==> src/rtl/regfile8_onehot.sv <==
// 8 x WIDTH register file with a one-hot write select and two combinational read ports.
// Multi-hot write selects are dropped entirely and latch a sticky error flag until reset.
module regfile8_onehot #(
  parameter int WIDTH    = 32,
  parameter bit ZERO_REG = 1'b1,
  parameter bit BYPASS   = 1'b0
) (
  input  logic             clk_i,
  input  logic             reset_i,
  input  logic [7:0]       wr_sel_i,
  input  logic [WIDTH-1:0] wr_data_i,
  input  logic [2:0]       rd_addr_a_i,
  input  logic [2:0]       rd_addr_b_i,
  output logic [WIDTH-1:0] rd_data_a_o,
  output logic [WIDTH-1:0] rd_data_b_o,
  output logic             err_o
);

  logic [WIDTH-1:0] regs_q [8];
  logic [WIDTH-1:0] regs_d [8];
  logic             err_q;
  logic             err_d;
  logic             sel_one_hot;
  logic             sel_multi_hot;

  always_comb begin
    sel_one_hot   = $onehot(wr_sel_i);
    sel_multi_hot = (wr_sel_i != 8'h00) && !sel_one_hot;
  end

  // Entry 0 is never loaded when hardwired to zero, so it keeps its reset value.
  always_comb begin
    for (int i = 0; i < 8; i++) begin
      regs_d[i] = regs_q[i];
      if (sel_one_hot && wr_sel_i[i] && !(ZERO_REG && (i == 0))) begin
        regs_d[i] = wr_data_i;
      end
    end
    err_d = err_q | sel_multi_hot;
  end

  always_ff @(posedge clk_i) begin
    if (reset_i) begin
      for (int i = 0; i < 8; i++) begin
        regs_q[i] <= '0;
      end
      err_q <= 1'b0;
    end else begin
      for (int i = 0; i < 8; i++) begin
        regs_q[i] <= regs_d[i];
      end
      err_q <= err_d;
    end
  end

  logic hit_a;
  logic hit_b;
  logic zero_a;
  logic zero_b;

  // Forwarding only applies to a clean single-entry write that will actually land.
  always_comb begin
    zero_a = ZERO_REG && (rd_addr_a_i == 3'd0);
    zero_b = ZERO_REG && (rd_addr_b_i == 3'd0);
    hit_a  = BYPASS && !reset_i && sel_one_hot && wr_sel_i[rd_addr_a_i];
    hit_b  = BYPASS && !reset_i && sel_one_hot && wr_sel_i[rd_addr_b_i];
  end

  always_comb begin
    if (zero_a) begin
      rd_data_a_o = '0;
    end else if (hit_a) begin
      rd_data_a_o = wr_data_i;
    end else begin
      rd_data_a_o = regs_q[rd_addr_a_i];
    end
  end

  always_comb begin
    if (zero_b) begin
      rd_data_b_o = '0;
    end else if (hit_b) begin
      rd_data_b_o = wr_data_i;
    end else begin
      rd_data_b_o = regs_q[rd_addr_b_i];
    end
  end

  assign err_o = err_q;

endmodule
==> config.mk <==
export PLATFORM = sky130hd
export DESIGN_NAME = regfile8_onehot
export DESIGN_NICKNAME = d
export VERILOG_FILES = /design/src/rtl/regfile8_onehot.sv
export SDC_FILE = /design/constraint.sdc
export NUM_CORES = 1
export LEC_CHECK = 0
export ABC_AREA = 1
export ABC_CLOCK_PERIOD_IN_PS = 13200
export BUFFER_PORTS_ARGS = -buffer_cell sky130_fd_sc_hd__buf_4
export CAP_MARGIN = 10
export CELL_PAD_IN_SITES_DETAIL_PLACEMENT = 1
export CELL_PAD_IN_SITES_GLOBAL_PLACEMENT = 1
export CORE_AREA = 2 2 164 166
export DETAILED_ROUTE_END_ITERATION = 6
export DIE_AREA = 0 0 166 168
export PLACE_DENSITY_LB_ADDON = 0.15
export SETUP_SLACK_MARGIN = 0.3
export SYNTH_ARGS = -nofsm -noshare
export SYNTH_HDL_FRONTEND = slang
export SYNTH_SLANG_ARGS = --single-unit
==> constraint.sdc <==
create_clock -name clk_i -period 13.2 [get_ports clk_i]
set_input_delay 0.66 -clock clk_i [delete_from_list [all_inputs] [get_ports clk_i]]
set_output_delay 0.66 -clock clk_i [all_outputs]
set_load 0.05 [all_outputs]
; ---- Word-level counts from Yosys, hierarchy flattened
; Memories as Yosys holds them, arrays and structs flattened.
; Cells that the tools add are included.
[totals]
reg_bits = 1
ramBits = 256
output_inout_bits = 65
elab_cells = 67
n_memories = 1
[memory_table]
columns = name, depth, width, rd, rd_clocked_by_memory_dff, write_ports, line
row1 = regs_q, 8, 32, 2, 0, 8, 19  ; logic [WIDTH-1:0] regs_q [8];
[op_classes]
addsub = 7
n_eq_ne = 9
mux = 20
n_bitwise = 9
reduce_logical = 20
[ops]
columns = cell, count
row1 = $mux 32, 17
row2 = $reduce_and 2->1, 8
row3 = $or 1x1->1, 9
row4 = $add 1x1->2, 4
row5 = $logic_and 1x1->1, 8
row6 = $reduce_bool 8->1, 1
row7 = $ne 1x1->1 const B, 7
row8 = $add 2x2->3, 2
row9 = $logic_not 3->1, 2
row10 = $add 3x3->4, 1
row11 = $eq 4x1->1 const B, 1
row12 = $mux 1, 3
row13 = $logic_not 1->1, 1
row14 = $ne 0x0->1, 1

; ---- Longest topological paths before layout
; Gate-level depths: netlist of run 1.
[depth]
ltp_word = 8
ltp_mapped = 16
depth_no_buf = 15

; ---- Worst setup path before layout of run 1
; Ideal clock, no wire load.
[synth_timing]
path_kind = in2reg
start = in wr_sel_i[0]
end = mem regs_q[6][0] (enable)
setup_time_ns = 0.466
arrival_time_ns = 5.407
slack_ns = 7.327
path_stages = 12
path_cell_list = inv_1 > fa_1 > fa_1 > fa_1 > inv_1 > ha_1 > inv_1 > fa_1 > nand2_1 > nor2_1 > nand2_1 > o21ai_0
[synth_lines]
columns = item, line
row1 = "start, declared", 10  ; input logic [7:0] wr_sel_i,
row2 = "end, declared", 19

==> results.py, run 1 <==
metrics = {
    "status": {
        "status": "finished clean",
    },
    "setup_path": {
        "crit_type": "input pin to flip-flop",
        "r2r-end": "err_o",
        "reg2reg_slack_ps": 12630,
        "r2r_start": "err_o",
        "setup.worst_path.end_class": "flip-flop",
        "cp.arrival_ps": 5260,
        "critPathCapture": "regs_q[5][22]",
        "critPathLaunchType": "input pin",
        "critPathRequiredTime_ps": 13410,
        "crit_start": "wr_sel_i[1]",
        "critPathMaxFanout": 33,
        "reg2regPathDepth": 2,
    },
    "timing": {
        "finalCritPeriodShare_pct": 38.3,
        "max_freq_mhz": 198,
        "worst-slew-pin-transition_ps": 1110,
        "finClkSkew_ps": 0,
        "whs_ps": 293,
        "fin_tns_setup_ps": 0,
        "slew-limit-headroom_pct": 26.1,
        "finalWorstSetupSlack_ps": 8150,
        "rsz0062_at_grt": "no",
        "hold_viol": 0,
        "layout_min_cycle_time_ps": 5050,
        "drv_slew": 0,
        "setup_viol": 0,
    },
    "place": {
        "portBuffers": 112,
        "gp_congestion": 0.764,
        "pre_cts_ws_ps": 7640,
        "hpwlAfterDp_um": 25300,
        "placed_area_mm2": 0.0134,
        "placedCellCount": 1940,
    },
    "route": {
        "vias": 11200,
        "via_per_inst": 5.62,
        "drt-total-wl_um": 42000,
        "drt_iter0_drc": 793,
        "drc": 0,
        "drt-wirelength-per-cell_um": 21.2,
        "dr.pass1.iters": 5,
        "drtAntennaViolNets": 0,
    },
    "grt": {
        "overflow": 0,
        "grt_pass1_wl_um": 66200,
        "grt_pass1_vias": 12000,
        "grt_max_degree": 90,
        "grtUsageTotal_pct": 30.2,
        "antenna_found_initial": 0,
    },
    "die": {
        "die_w_um": 166,
        "start_util_pct": 47.8,
        "num_rows": 60,
        "die_area_mm2": 0.0279,
        "core_area_mm2": 0.0264,
        "die_y_um": 168,
        "ioPinCount": 113,
    },
    "power": {
        "power_density_mw_per_mm2": 164,
        "switching_share_pct": 33.9,
        "vdd_drop_max_mv": 0.0954,
        "seqPwrFrac_pct": 42.3,
        "p_int_mw": 1.55,
        "leakagePower_nw": 6.54,
        "power_frac_comb_pct": 24.7,
        "p_sw_uw": 796,
        "report.power.total_mw": 2.35,
        "p_clk_share_pct": 32.9,
    },
    "clocking": {
        "path_clk_slew_ps": 60,
        "clockBufferDepth": 3,
        "cts_tree": "built",
        "cts_buffers": 25,
        "cts_max_level": 1,
        "cts.sinks": 225,
        "ctsHoldBuffers": 0,
        "cts_root_buffer": "clkbuf_16",
        "post_cts_resized": 0,
        "clkLatencyLatePin_ps": 520,
        "post-cts-setup-buffers": 0,
    },
    "min_path": {
        "hold_path_class": "input pin to flip-flop",
    },
    "yosys": {
        "ys_seq_elements": 225,
        "netlist_instances": 1570,
        "synthSimpleGateAreaFrac_pct": 26.5,
        "syn_area_mm2": 0.0126,
        "yosysUniqueCellTypes": 24,
        "postSynthAreaPerCell_um2": 8.01,
        "yosysSeqAreaShare_pct": 53.6,
        "synthXorXnorAreaFrac_pct": 0,
        "yosys_warnings": 0,
        "synth_compound_area_share_pct": 8.59,
        "synth_top_area_share_pct": 53.5,
        "synth_top_family_by_area": "simple AND/OR/NAND/NOR gates",
        "synthMuxAreaShare_pct": 0,
        "synth.area.top_cells": "edfxtp_1 (53%), nand2_1 (16%), nor2_1 (7.1%)",
        "syn_nets": 1626,
        "synth_fa_ha_area_share_pct": 1.03,
        "synth_top_area_cell": "edfxtp_1",
    },
    "finish": {
        "final_area_mm2": 0.0143,
        "num-nets-final": 1682,
        "drive_above_1_share_pct": 11.2,
        "stdcell_count": 1986,
        "syn_to_final_growth_pct": 13.9,
        "num_antenna_cells": 0,
        "utilization_pct": 54.4,
    },
    "flow_run": {
        "cap_viol_max_count": 0,
    },
}
## power by group through the flow
stage          Clock, mW  Sequential (mW)  Combinational, mW
6_report           0.773            0.994              0.581
5_1_grt            0.803             1.00              0.635
4_1_cts            0.777            0.992              0.582
3_5_place_dp           0             1.00              0.575
3_3_place_gp           0            0.999              0.555
2_1_floorplan          0            0.983              0.401
## worst max-delay path: stages
cell     delay, ps
buf_4          120
inv_1           80
fa_1           430
fa_1           510
fa_1           410
inv_1           60
ha_1           170
inv_1           60
fa_1           530
nand2_1         50
nor2_1         100
nand2_1        180
inv_2          180
nand2_2        480
nand2_1        780
buf_4          410
## how the worst min path moves through the flow
stage | slack (ps) | start | cells past startpoint | endpoint
2_1_floorplan | 660 | err_o | 2 | err_o
3_3_place_gp | 440 | err_o | 2 | err_o
3_5_place_dp | 450 | err_o | 2 | err_o
4_1_cts | 290 | reset_i | 2 | err_o
5_1_grt | 290 | reset_i | 2 | err_o
6_report | 290 | reset_i | 2 | err_o
## synth_stat cells, drive strengths merged
cell type  instances
fa                 4
o21ai            119
clkbuf            27
dfxtp              1
buf               71
o21a              12
o211ai            44
nand2            539
nor2             238
inv              196
a21oi             13
nor3               1
ha                 4
nand3             77
edfxtp           224
## placed cells by master (no fill, tap or decap)
| cell type | n |
|---|---|
| nand2_1 | 532 |
| nor2_1 | 237 |
| edfxtp_1 | 224 |
| inv_1 | 190 |
| buf_4 | 127 |
| nand3_1 | 77 |
| o21ai_1 | 64 |
| o21ai_0 | 53 |
| o211ai_1 | 44 |
| clkbuf_16 | 25 |
| a21oi_1 | 13 |
| o21a_1 | 12 |
| nand2_2 | 6 |
| clkinv_2 | 6 |
| bufinv_16 | 6 |
| inv_2 | 5 |
| fa_1 | 4 |
| ha_1 | 4 |
| clkinvlp_4 | 4 |
| clkinv_1 | 3 |
| o21ai_4 | 2 |
| nand2_4 | 1 |
| nor2_4 | 1 |
| nor3_1 | 1 |
| inv_6 | 1 |
| clkbuf_1 | 1 |
| clkinv_4 | 1 |
| dfxtp_1 | 1 |
## routing by layer
layer	global-route usage [%]	part of all wire [%]	up-vias
met1	38.2	41	5571
met5	0	0	-
met4	9.83	2.8	0
met2	53.9	50	382
met3	3.93	5.8	92
li1	-	-	5111
## logic make-up (layout without fill, tap and decap cells)
group | after synthesis | in the layout
buf+inv | 294 | 369
simple gates | 855 | 855
flops | 225 | 225
fa+ha+maj | 8 | 8
compound gates | 188 | 188
## state kept, by name, indices dropped and copies added, names as in the netlist
name / flops
regs_q: 224
err_o: 1
## area by class of cell
cell class	instances	area, um^2
clock buffer	26	629
clock inverter	20	265
fill	3264	12000
inverter	196	736
multi-input combinational	1051	4570
sequential	225	6750
tap	341	427
timing repair buffer	127	953
(Power assumes the default switching activity.)
==> run 2, diff against run 1 <==
- ABC_CLOCK_PERIOD_IN_PS: 13200 -> 4910
- CORE_AREA: 2 2 164 166 -> 2 2 171 173
- DIE_AREA: 0 0 166 168 -> 0 0 173 175
- clock period: 13.2 -> 4.91 ns (I/O delays scaled with it)
==> run 2 against run 1 <==
  * Critical path type unchanged
  * Register-to-register slack lost 8300 ps
  * Via count shrank 0.87%
  * First-iteration DRC count shrank 14%
  * Critical endpoint is now regs_q[3][9]
  * Clock skew is the same
  * Flip-flop and latch count is the same
  * Clock power grew 130%
  * Combinational power grew to 2.8 times the previous value
  * Highest routed layer unchanged
  * Clock-buffer cell count grew 3
  * Non-clock buffer count grew 12
==> results.py, run 2 (synthesized netlist as in run 1, its figures left out) <==
metrics = {
    "finish": {
        "top_register": "regs_q",
        "num-nets-final": 1694,
        "final_common_cell": "nand2_1",
        "num_antenna_cells": 0,
        "final_cell_mix": "nand2_1 (529), nor2_1 (237), edfxtp_1 (224)",
        "largest_reg_flops": 224,
        "drive_above_1_share_pct": 11.3,
        "syn_to_final_growth_pct": 14.0,
    },
    "route": {
        "drt-wirelength-per-cell_um": 20.3,
        "dr.pass1.iters": 5,
        "vias": 11100,
        "drc": 0,
        "drtAntennaViolNets": 0,
        "drt-total-wl_um": 41300,
        "drt_iter0_drc": 681,
        "via_per_inst": 5.42,
    },
    "power": {
        "power_density_mw_per_mm2": 417,
        "power_frac_comb_pct": 26.8,
        "vdd_drop_max_mv": 0.252,
        "switching_share_pct": 34.5,
        "p_int_mw": 3.92,
        "p_sw_mw": 2.06,
        "leakagePower_nw": 6.53,
        "seqPwrFrac_pct": 44.1,
        "p_clk_share_pct": 29.1,
    },
    "die": {
        "die_area_mm2": 0.0303,
        "core_area_mm2": 0.0284,
        "ioPinCount": 113,
        "die_w_um": 173,
        "num_rows": 62,
        "die_y_um": 175,
        "start_util_pct": 44.3,
    },
    "clocking": {
        "cts.sinks": 225,
        "cts_root_buffer": "clkbuf_16",
        "clkLatencyLatePin_ps": 520,
        "cts_buffers": 25,
        "post-cts-setup-buffers": 0,
        "cts_max_level": 1,
        "clockBufferDepth": 3,
        "post_cts_resized": 0,
        "cts_tree": "built",
        "path_clk_slew_ps": 50,
    },
    "grt": {
        "grt_pass1_wl_um": 64000,
        "overflow": 0,
        "grt_max_degree": 93,
        "grt_pass1_vias": 11700,
        "antenna_found_initial": 0,
        "grtUsageTotal_pct": 27.2,
    },
    "setup_path": {
        "critPathLaunchType": "input pin",
        "crit_chain": "buf_4, inv_1, fa_1, fa_1, fa_1, inv_1, ha_1, inv_1, fa_1, nand2_1, nor2_1, nand2_1, inv_2, nand2_2, nand2_2, buf_12",
        "crit_type": "input pin to flip-flop",
        "crit_slowest_cell": "fa_1",
        "cp.arrival_ps": 3760,
        "crit_top_cell": "fa_1",
        "critPathMaxFanout": 19,
        "critPathRequiredTime_ps": 5140,
        "setup.worst_path.end_class": "flip-flop",
        "slowest_delay_ps": 530,
    },
    "timing": {
        "rsz0062_at_grt": "no",
        "finClkSkew_ps": 0,
        "finalCritPeriodShare_pct": 71.7,
        "fin_tns_setup_ps": 0,
        "slew-limit-headroom_pct": 27.4,
        "max_freq_mhz": 284,
        "worst-slew-pin-transition_ps": 1090,
        "setup_viol": 0,
        "hold_viol": 0,
        "layout_min_cycle_time_ps": 3520,
        "drv_slew": 0,
        "whs_ps": 108,
    },
    "flow_run": {
        "cap_viol_max_count": 0,
    },
    "status": {
        "status": "finished clean",
    },
    "place": {
        "hpwlAfterDp_um": 25400,
        "portBuffers": 112,
        "gp_congestion": 0.811,
    },
    "min_path": {
        "hold_path_class": "input pin to flip-flop",
    },
}
[run 2: cell types whose count changed in the layout (fill, tap and decap cells not counted), moves of 3 or more]
cell	delta
buf_4	+9
clkinv_1	+7
bufinv_16	-5
clkinv_2	-4
clkbuf_1	+3
clkinvlp_4	-3
nand2_1	-3
nand2_2	+3
[run 2: area by class of cell]
cell class | count | area, um^2
Multi-Input combinational cell | 1051 | 4580
Fill cell | 3484 | 14000
Tap cell | 384 | 480
Clock inverter | 15 | 93.8
Clock buffer | 29 | 641
Inverter | 196 | 736
Sequential cell | 225 | 6750
Timing Repair Buffer | 139 | 1070
[run 2: worst paths after layout]
check | start | to | slack, ps | cells after the start
max | wr_sel_i[1] | regs_q[3][9] | 1390 | 16
min | wr_sel_i[7] | err_o | 110 | 5
max reg2reg | err_o | err_o | 4340 | 2
min reg2reg | err_o | err_o | 460 | 2
[run 2: metal layers]
metal	part of all wire [%]	track usage (%)	vias to the layer above	routed length, um
met4	2.5	8.09	0	1040
met1	42	33.5	5473	17200
met5	0	0	-	0
li1	-	-	5128	-
met2	50	49.6	381	20700
met3	5.7	3.66	77	2350
[run 2: critical path: cells and delay by family]
| family | cells | cell delay [ps] |
|---|---|---|
| buf+inv | 6 | 740 |
| simple gates | 5 | 710 |
| fa+ha+maj | 5 | 2050 |
[run 2: repair_timing]
action                                 CTS  global route
hold buffers                             1             0
endpoints found under the hold margin    1             0
setup endpoints to repair                0             0
[run 2: power by group through the flow]
stage	Combinational (mW)	Clock, mW	Sequential, mW
3_3_place_gp	1.55	0	2.65
5_1_grt	1.75	1.82	2.67
2_1_floorplan	1.08	0	2.64
6_report	1.60	1.74	2.64
3_5_place_dp	1.60	0	2.67
4_1_cts	1.61	1.76	2.64
[run 2: per-stage QoR]
step                area [um^2]  setup WS (ps)  std cells  util, %  total power [mW]
global route              14300           1140       2039     50.5              6.23
finish                    14300           1390       2039     50.5              5.98
global placement          13600            845       1994     47.9              4.20
CTS                       14300           1350       2039     50.5              6.00
detailed placement        13600            809       1994     47.9              4.27
floorplan                 12600           -548       1570        -              3.72
==> run 3, diff against run 2 <==
- ABC_CLOCK_PERIOD_IN_PS: 4910 -> 3000
- CORE_AREA: 2 2 171 173 -> 2 2 179 181
- DIE_AREA: 0 0 173 175 -> 0 0 181 183
- clock period: 4.91 -> 3 ns (I/O delays scaled with it)
==> run 3 against run 2 <==
  * The run now ends with negative setup slack left
  * Combinational power grew 98%
  * Setup slack worse by 1500 ps
  * Clock power up 95%
  * Core utilization down 0.56 points
  * Die area increased by 9.4%
  * Register-to-register slack got worse by 1900 ps
  * Highest routed layer unchanged
==> results.py, run 3 (synthesized netlist as in run 1, its figures left out) <==
metrics = {
    "route": {
        "dr.pass1.iters": 5,
        "drt-total-wl_um": 46200,
        "vias": 11400,
        "drt-wirelength-per-cell_um": 21.9,
        "drc": 0,
        "via_per_inst": 5.37,
        "drt_iter0_drc": 1012,
        "drtAntennaViolNets": 0,
    },
    "setup_path": {
        "crit_chain": "buf_8, inv_12, fa_1, fa_1, fa_1, inv_1, ha_2, inv_2, fa_1, nand2_1, nor2_1, nand2_2, buf_12, o21ai_4, buf_12, buf_16",
        "reg2reg_slack_ps": 2400,
        "critPathLaunchType": "input pin",
        "critPathRequiredTime_ps": 3230,
        "crit_top_cell": "fa_1",
        "critPathMaxFanout": 15,
        "crit_type": "input pin to flip-flop",
        "cp.arrival_ps": 3330,
        "slowest_delay_ps": 540,
        "path_buf_inv": 7,
        "r2r-end": "err_o",
        "r2r_start": "err_o",
        "crit_slowest_cell": "fa_1",
        "setup.worst_path.end_class": "flip-flop",
        "cp_top_family": "adder cells",
        "reg2regPathDepth": 2,
    },
    "finish": {
        "syn_to_final_growth_pct": 24.0,
        "largest_reg_flops": 224,
        "final_area_mm2": 0.0156,
        "final_common_cell": "nand2_1",
        "drive_above_1_share_pct": 15.5,
        "top_register": "regs_q",
        "num_antenna_cells": 0,
        "num-nets-final": 1748,
        "final_cell_mix": "nand2_1 (527), nor2_1 (230), edfxtp_1 (224)",
    },
    "min_path": {
        "min_to": "err_o",
        "hold_path_class": "input pin to flip-flop",
        "hold_start": "wr_sel_i[7]",
        "worstHoldPathCells": 5,
    },
    "die": {
        "die_area_mm2": 0.0331,
        "core_area_mm2": 0.0312,
        "start_util_pct": 40.3,
        "num_rows": 65,
        "ioPinCount": 113,
        "die_y_um": 183,
        "die_w_um": 181,
    },
    "power": {
        "p_int_mw": 7.19,
        "switching_share_pct": 34.0,
        "power_frac_comb_pct": 29.1,
        "report.power.total_mw": 10.9,
        "leakagePower_nw": 7.10,
        "p_sw_mw": 3.71,
        "p_clk_share_pct": 31.2,
        "seqPwrFrac_pct": 39.8,
        "power_density_mw_per_mm2": 699,
        "vdd_drop_max_mv": 0.519,
    },
    "timing": {
        "slew-limit-headroom_pct": 51.0,
        "setup_viol": 240,
        "finalWorstSetupSlack_ps": -97.9,
        "finClkSkew_ps": 0,
        "whs_ps": 37.3,
        "hold_viol": 0,
        "max_freq_mhz": 323,
        "drv_slew": 0,
        "worst-slew-pin-transition_ps": 733,
        "finalCritPeriodShare_pct": 103,
        "rsz0062_at_grt": "yes",
        "layout_min_cycle_time_ps": 3100,
    },
    "grt": {
        "grt_max_degree": 76,
        "antenna_found_initial": 0,
        "overflow": 0,
        "grt_pass1_vias": 11900,
        "grt_pass1_wl_um": 69600,
        "grtUsageTotal_pct": 27.7,
    },
    "place": {
        "hpwlAfterDp_um": 28200,
        "pre_cts_ws_ps": -767,
        "gp_congestion": 0.784,
        "portBuffers": 112,
        "placed_area_mm2": 0.0141,
    },
    "status": {
        "status": "complete, but fails checks",
        "violations": "negative setup slack",
    },
    "flow_run": {
        "cap_viol_max_count": 0,
    },
    "clocking": {
        "cts_root_buffer": "clkbuf_16",
        "cts.sinks": 225,
        "cts_max_level": 1,
        "clockBufferDepth": 3,
        "clkLatencyLatePin_ps": 530,
        "cts_buffers": 26,
        "cts_tree": "built",
        "path_clk_slew_ps": 60,
    },
}
==> run 3: worst max-delay path by stage <==
| stage | slack, ps | startpoint | cells past startpoint | endpoint |
|---|---|---|---|---|
| floorplan | -600 | wr_sel_i[0] | 12 | regs_q[6][0] |
| global placement | -660 | wr_sel_i[0] | 15 | regs_q[5][8] |
| detailed placement | -770 | wr_sel_i[0] | 16 | regs_q[2][7] |
| CTS | -100 | wr_sel_i[0] | 15 | regs_q[6][6] |
| global route | -240 | wr_sel_i[0] | 16 | regs_q[6][31] |
| finish | -100 | wr_sel_i[0] | 16 | regs_q[7][5] |
==> run 3: timing repair <==
| action | CTS | global route |
|---|---|---|
| pin swaps | 7 | 4 |
| resized for setup | 38 | 14 |
| gates cloned | 12 | 2 |
| hold buffers | 1 | 0 |
| buffers inserted | 1 | 12 |
| endpoints found under the hold margin | 1 | 0 |
| endpoints found under the setup margin | 384 | 385 |
==> run 3: cell type report <==
type                            count  area [um^2]
Fill cell                        3791        15600
Sequential cell                   225         6750
Multi-Input combinational cell   1059         4900
Timing Repair Buffer              184         1800
Inverter                          196          756
Clock buffer                       30          687
Tap cell                          402          503
Clock inverter                     18          215
==> run 3: power groups by stage <==
| stage | logic [mW] | registers, mW | clock network [mW] |
|---|---|---|---|
| CTS | 3.05 | 4.33 | 3.43 |
| finish | 3.17 | 4.34 | 3.40 |
| global route | 3.41 | 4.39 | 3.54 |
| global placement | 2.69 | 4.37 | 0 |
| detailed placement | 2.77 | 4.39 | 0 |
| floorplan | 1.82 | 4.31 | 0 |
==> run 3: per-stage QoR <==
step	instances	util (%)	TNS, ps
detailed placement	2038	45.0	-261630
global placement	2038	45.0	-232710
floorplan	1570	-	-143090
finish	2114	50.0	-10780
CTS	2100	49.3	-12300
global route	2114	50.0	-61320
==> run 3: tightest hold or removal path, delay by kind of cell <==
family / cells / cell delay (ps)
compound gates: 1 / 140
buf+inv: 1 / 80
simple gates: 3 / 150
==> run 3: routing by layer <==
metal,share of wire (%),track usage (%),routed length (um)
met1,41,35.4,19200
met2,49,49.3,22900
met3,6.5,3.59,3030
met4,2.5,8.03,1160
met5,0,0,0
